===== src/rtl/wb_mem_arbiter.sv =====
// Two-master Wishbone B3 round-robin arbiter; the grant is held for a whole CYC so bursts stay intact.
// Define WB_ARB_TIMEOUT_EN to abort an owner whose strobe stalls for TIMEOUT cycles.
module wb_mem_arbiter #(
    parameter int AW      = 32,
    parameter int DW      = 32,
    parameter int TIMEOUT = 16
) (
    input  logic              wb_clk,
    input  logic              wb_rst,
    input  logic [1:0]        m_cyc_i,
    input  logic [1:0]        m_stb_i,
    input  logic [1:0]        m_we_i,
    input  logic [2*AW-1:0]   m_adr_i,
    input  logic [2*DW/8-1:0] m_sel_i,
    input  logic [2*DW-1:0]   m_dat_i,
    input  logic [5:0]        m_cti_i,
    input  logic [3:0]        m_bte_i,
    output logic [DW-1:0]     m_dat_o,
    output logic [1:0]        m_ack_o,
    output logic [1:0]        m_err_o,
    output logic [AW-1:0]     m_wb_adr_o,
    output logic [DW/8-1:0]   m_wb_sel_o,
    output logic              m_wb_we_o,
    output logic [DW-1:0]     m_wb_dat_o,
    output logic              m_wb_cyc_o,
    output logic              m_wb_stb_o,
    output logic [2:0]        m_wb_cti_o,
    output logic [1:0]        m_wb_bte_o,
    input  logic [DW-1:0]     m_wb_dat_i,
    input  logic              m_wb_ack_i,
    input  logic              m_wb_err_i,
    output logic [1:0]        grant_o
);
    // state | meaning
    // IDLE  | no owner, slave port quiet, arbitrate on the next edge
    // OWN0  | master 0 drives the slave port until it drops CYC
    // OWN1  | master 1 drives the slave port until it drops CYC
    // ABORT | timed-out owner is cut off until it drops CYC

    localparam int SW = DW / 8;

    typedef enum logic [1:0] {
        IDLE  = 2'd0,
        OWN0  = 2'd1,
        OWN1  = 2'd2,
        ABORT = 2'd3
    } state_e;

    state_e     state_q;
    logic [1:0] grant_q;
    logic       last_owner_q;
    logic       own_act;
    logic       own;
    logic       tmo_hit;

    assign own_act = (state_q == OWN0) || (state_q == OWN1);
    assign own     = grant_q[1];
    assign grant_o = grant_q;
    assign m_dat_o = m_wb_dat_i;

`ifdef WB_ARB_TIMEOUT_EN
    localparam int TW = (TIMEOUT > 1) ? $clog2(TIMEOUT) : 1;

    logic [TW-1:0] tmo_q;
    logic          stall;

    assign stall   = own_act && m_cyc_i[own] && m_stb_i[own] && !m_wb_ack_i && !m_wb_err_i;
    assign tmo_hit = stall && (tmo_q == '0);

    // Down-counter of remaining stalled cycles; STB gaps hold it, any response or release reloads it.
    always_ff @(posedge wb_clk) begin
        if (wb_rst || !own_act || !m_cyc_i[own] || m_wb_ack_i || m_wb_err_i || tmo_hit) begin
            tmo_q <= TW'(TIMEOUT - 1);
        end else if (stall) begin
            tmo_q <= tmo_q - TW'(1);
        end
    end
`else
    assign tmo_hit = 1'b0;
`endif

    always_comb begin
        m_wb_cyc_o = 1'b0;
        m_wb_stb_o = 1'b0;
        m_wb_we_o  = 1'b0;
        m_wb_adr_o = '0;
        m_wb_sel_o = '0;
        m_wb_dat_o = '0;
        m_wb_cti_o = '0;
        m_wb_bte_o = '0;
        m_ack_o    = '0;
        m_err_o    = '0;
        if (own_act) begin
            // CYC/STB follow the owner combinationally so the slave sees the release in the same cycle.
            m_wb_cyc_o   = m_cyc_i[own] && !tmo_hit;
            m_wb_stb_o   = m_cyc_i[own] && m_stb_i[own] && !tmo_hit;
            m_wb_we_o    = m_we_i[own];
            m_wb_adr_o   = own ? m_adr_i[2*AW-1:AW] : m_adr_i[AW-1:0];
            m_wb_sel_o   = own ? m_sel_i[2*SW-1:SW] : m_sel_i[SW-1:0];
            m_wb_dat_o   = own ? m_dat_i[2*DW-1:DW] : m_dat_i[DW-1:0];
            m_wb_cti_o   = own ? m_cti_i[5:3] : m_cti_i[2:0];
            m_wb_bte_o   = own ? m_bte_i[3:2] : m_bte_i[1:0];
            m_ack_o[own] = m_wb_ack_i;
            m_err_o[own] = m_wb_err_i || tmo_hit;
        end
    end

    always_ff @(posedge wb_clk) begin
        if (wb_rst) begin
            state_q      <= IDLE;
            grant_q      <= 2'b00;
            last_owner_q <= 1'b1;
        end else begin
            case (state_q)
                IDLE: begin
                    if (m_cyc_i[0] && (!m_cyc_i[1] || last_owner_q)) begin
                        state_q <= OWN0;
                        grant_q <= 2'b01;
                    end else if (m_cyc_i[1]) begin
                        state_q <= OWN1;
                        grant_q <= 2'b10;
                    end
                end
                OWN0, OWN1: begin
                    if (!m_cyc_i[own]) begin
                        state_q      <= IDLE;
                        grant_q      <= 2'b00;
                        last_owner_q <= own;
                    end else if (tmo_hit) begin
                        state_q <= ABORT;
                    end
                end
                ABORT: begin
                    if (!m_cyc_i[own]) begin
                        state_q      <= IDLE;
                        grant_q      <= 2'b00;
                        last_owner_q <= own;
                    end
                end
                default: begin
                    state_q <= IDLE;
                    grant_q <= 2'b00;
                end
            endcase
        end
    end

endmodule

===== config.mk =====
export PLATFORM = sky130hd
export DESIGN_NAME = wb_mem_arbiter
export DESIGN_NICKNAME = d
export VERILOG_FILES = /design/src/rtl/wb_mem_arbiter.sv
export SDC_FILE = /design/constraint.sdc
export NUM_CORES = 1
export LEC_CHECK = 0
export CAP_MARGIN = 20
export CELL_PAD_IN_SITES_DETAIL_PLACEMENT = 0
export CELL_PAD_IN_SITES_GLOBAL_PLACEMENT = 1
export CORE_AREA = 2 2 121 123
export DETAILED_ROUTE_END_ITERATION = 16
export DIE_AREA = 0 0 123 125
export GPL_TIMING_DRIVEN = 1
export PLACE_DENSITY = 0.91
export SKIP_CTS_REPAIR_TIMING = 1
export SYNTH_ARGS = -nofsm -noshare
export SYNTH_HDL_FRONTEND = slang
export SYNTH_SLANG_ARGS = --single-unit

===== constraint.sdc =====
create_clock -name wb_clk -period 4.5 [get_ports wb_clk]
set_clock_uncertainty 0.2 [all_clocks]
set_input_delay 0.9 -clock wb_clk [delete_from_list [all_inputs] [get_ports wb_clk]]
set_output_delay 0.9 -clock wb_clk [all_outputs]
set_load 0.005 [all_outputs]

==> results.yml <==
status:
  outcome: "complete, no violations"
floorplanning:
  start_util: 0.126
  core_sq_mm: 0.0142
  die_h_um: 125
  die_w_um: 123
  row_count: 44
  die_area_sq_mm: 0.0154
  num_io_pins: 302
global_routing:
  grt_pass1_wl_um: 11100
  first_global_vias: 2409
  grt_usage: 0.0890
  gr-total-overflow: 0
  antenna_found_initial: 0
  grt_start_max_net_pins: 61
worst_setup_path:
  worstSetupPathType: "reg2out"
  critPathSlowestCell: "buf_4"
  worst-r2r-setup-slack_ns: 2.71
  critPathCaptureType: "output port"
  required_ns: 3.40
  timing.rr.end: "grant_o[0]$_SDFFE_PP0P_"
  r2r-start: "grant_o[1]$_SDFFE_PP0P_"
  r2r_cells: 4
  worst-path-max-fanout: 47
  startpoint_type: "flop"
  path_cells: "buf_4, buf_4, mux2i_1, nor2b_1, clkdlybuf4s50_1"
  crit_top_cell: "buf_4"
  cpPeakStageDelay_ns: 0.58
  worst_ep_arrival_time_ns: 2.59
  critPathLaunch: "grant_o[1]$_SDFFE_PP0P_"
hold_path:
  hold_path.class: "reg2reg"
  hold_path_end: "last_owner_q$_SDFFE_PP1P_"
  min_path_cells: 2
  holdCritStartpoint: "last_owner_q$_SDFFE_PP1P_"
power:
  leakage_uw: 0.00142
  vdd_ir_drop_max_uv: 105
  powerDensity_mw_per_mm2: 201
  p_sw_uw: 247
  p_seq_frac: 0.042
  pwr-share-comb: 0.788
  power_frac_clock: 0.169
  swShare: 0.296
  power.internal_uw: 586
finish:
  antenna_cells: 0
  final.fill_count: 1517
  drive_gt1_frac: 0.0263
  areaGrowthSynthToFinish_pct: 132
  nets: 609
logic_synthesis:
  synth_nets: 413
  netlist_area_sq_mm: 0.00179
  syn_inst: 224
  ys_types: 25
  avgSynthCellArea_sq_um: 7.97
  ys.warnings.count: 0
  ys_seq_area_frac: 0.0336
  ys_ff_latch: 3
run:
  cap_violations: 0
routing:
  wl_met2_um: 3800
  viasPerCell: 3.74
  totalWireLength_um: 7520
  drtIter0Drc: 23
  ant_nets: 0
  top_layer: "met4"
  wl_met1_um: 2670
  first_pass_iters: 4
  wl_met3_um: 840
  via_count: 2257
  route.detailed.drc: 0
  wl_per_cell_um: 12.5
timing:
  period_needed_ns: 3.69
  max_freq_mhz: 271
  finalSetupViolCount: 0
  min_period_over_period: 0.821
  slew_violations: 0
  rsz0062_at_grt: "no"
  finalHoldViolations: 0
  timing.hold.ws_ns: 0.328
  relSlewSlack: 0.498
  worst_pin_slew_ns: 0.753
  fin_tns_setup_ns: 0
cts:
  cts_num_sinks: 3
  h-tree-depth: 1
  cts_buffers: 3
  root_buffer: "clkbuf_16"
  clk_path_buf_depth: 2
  clk_pin_slew_worst_paths_ns: 0.03
  clk_latency_ns: 0.22
  cts_tree: "done"
placement:
  dp_hpwl_um: 6470
  io_buffers: 237
  place.gp.congestion: 0.700
[kinds of logic (layout without fill, tap and decap cells)]
group | after synthesis | after routing | share of synthesized area
simple gates | 86 | 86 | 0.299
mux | 76 | 76 | 0.429
fa+ha+maj | 1 | 1 | 0.00701
flops | 3 | 3 | 0.0336
compound gates | 6 | 6 | 0.0231
buf+inv | 52 | 247 | 0.208
[Yosys cell counts (all sizes together)]
| cell type | instances | area, sq um |
|---|---|---|
| nand2b | 1 | 6.26 |
| o211ai | 1 | 7.51 |
| nor2 | 1 | 3.75 |
| and2 | 1 | 8.76 |
| nand2 | 1 | 3.75 |
| o2bb2ai | 1 | 8.76 |
| nand3 | 2 | 10.0 |
| dfxtp | 3 | 60.1 |
| a211o | 1 | 8.76 |
| ha | 1 | 12.5 |
| clkbuf | 7 | 26.3 |
| a31oi | 1 | 6.26 |
| nand3b | 1 | 7.51 |
| mux2i | 75 | 751 |
| buf | 42 | 334 |
| inv | 3 | 11.3 |
| and3 | 4 | 25.0 |
| mux2 | 1 | 15.0 |
| nor2b | 75 | 469 |
| a21oi | 1 | 5.00 |
| o21ai | 1 | 5.00 |
[state kept, by name, indices dropped and copies added (netlist names)]
register and count:
grant_o 2, last_owner_q 1
[per-stage QoR]
step | std cells | power [uW] | setup slack (ns) | area, sq um | util
floorplan | 224 | 332 | 1.87 | 1790 | -
global placement | 599 | 689 | 0.940 | 4060 | 0.286
detailed placement | 599 | 700 | 0.925 | 4060 | 0.286
CTS | 603 | 848 | 0.717 | 4140 | 0.291
global route | 603 | 893 | 0.617 | 4140 | 0.291
finish | 603 | 833 | 0.806 | 4140 | 0.291
[power by group through the flow]
stage | clock, uW | combinational [uW] | sequential (uW)
floorplan | 0 | 298 | 34.8
global placement | 0 | 654 | 35.1
detailed placement | 0 | 664 | 35.8
CTS | 144 | 668 | 35.5
global route | 146 | 710 | 35.9
finish | 141 | 656 | 35.4
[cell type report]
class / instances / area, sq um / area share
Timing Repair Buffer: 240 / 2390 / 0.579
Multi-Input combinational cell: 169 / 1360 / 0.328
Clock buffer: 4 / 78.8 / 0.0191
Tap cell: 184 / 230 / 0.0557
Inverter: 3 / 11.3 / 0.00272
Sequential cell: 3 / 63.8 / 0.0154
[worst max-delay path: cells and delay by family, from the launching register on]
| family | cells | cell delay (ns) |
|---|---|---|
| buffers and inverters | 3 | 1.67 |
| flip-flops | 1 | 0.33 |
| multiplexers | 1 | 0.16 |
| AND/OR/NAND/NOR | 1 | 0.16 |
[metal layers]
metal  track usage  vias to the layer above
met2         0.172                      153
met3        0.0210                       18
met1        0.0893                      981
met4        0.0361                        0
met5             0                        -
li1              -                     1105
[cells in the final DEF, fill, tap and decap left out, types with 2 or more instances in the layout]
cell	instances
buf_4	3
clkbuf_16	3
inv_1	2
nor2b_1	75
mux2i_1	75
dfxtp_1	2
and3_1	4
nand3_1	2
clkdlybuf4s50_1	237
[how the worst max path moves through the flow]
stage / to / slack [ns]
5_1_grt: m_wb_bte_o[0] / 0.62
3_5_place_dp: m_wb_stb_o / 0.92
4_1_cts: m_wb_adr_o[28] / 0.72
6_report: m_wb_adr_o[28] / 0.81
2_1_floorplan: m_wb_dat_o[10] / 1.87
3_3_place_gp: m_wb_stb_o / 0.94
Power figures use the tool's default switching activity.
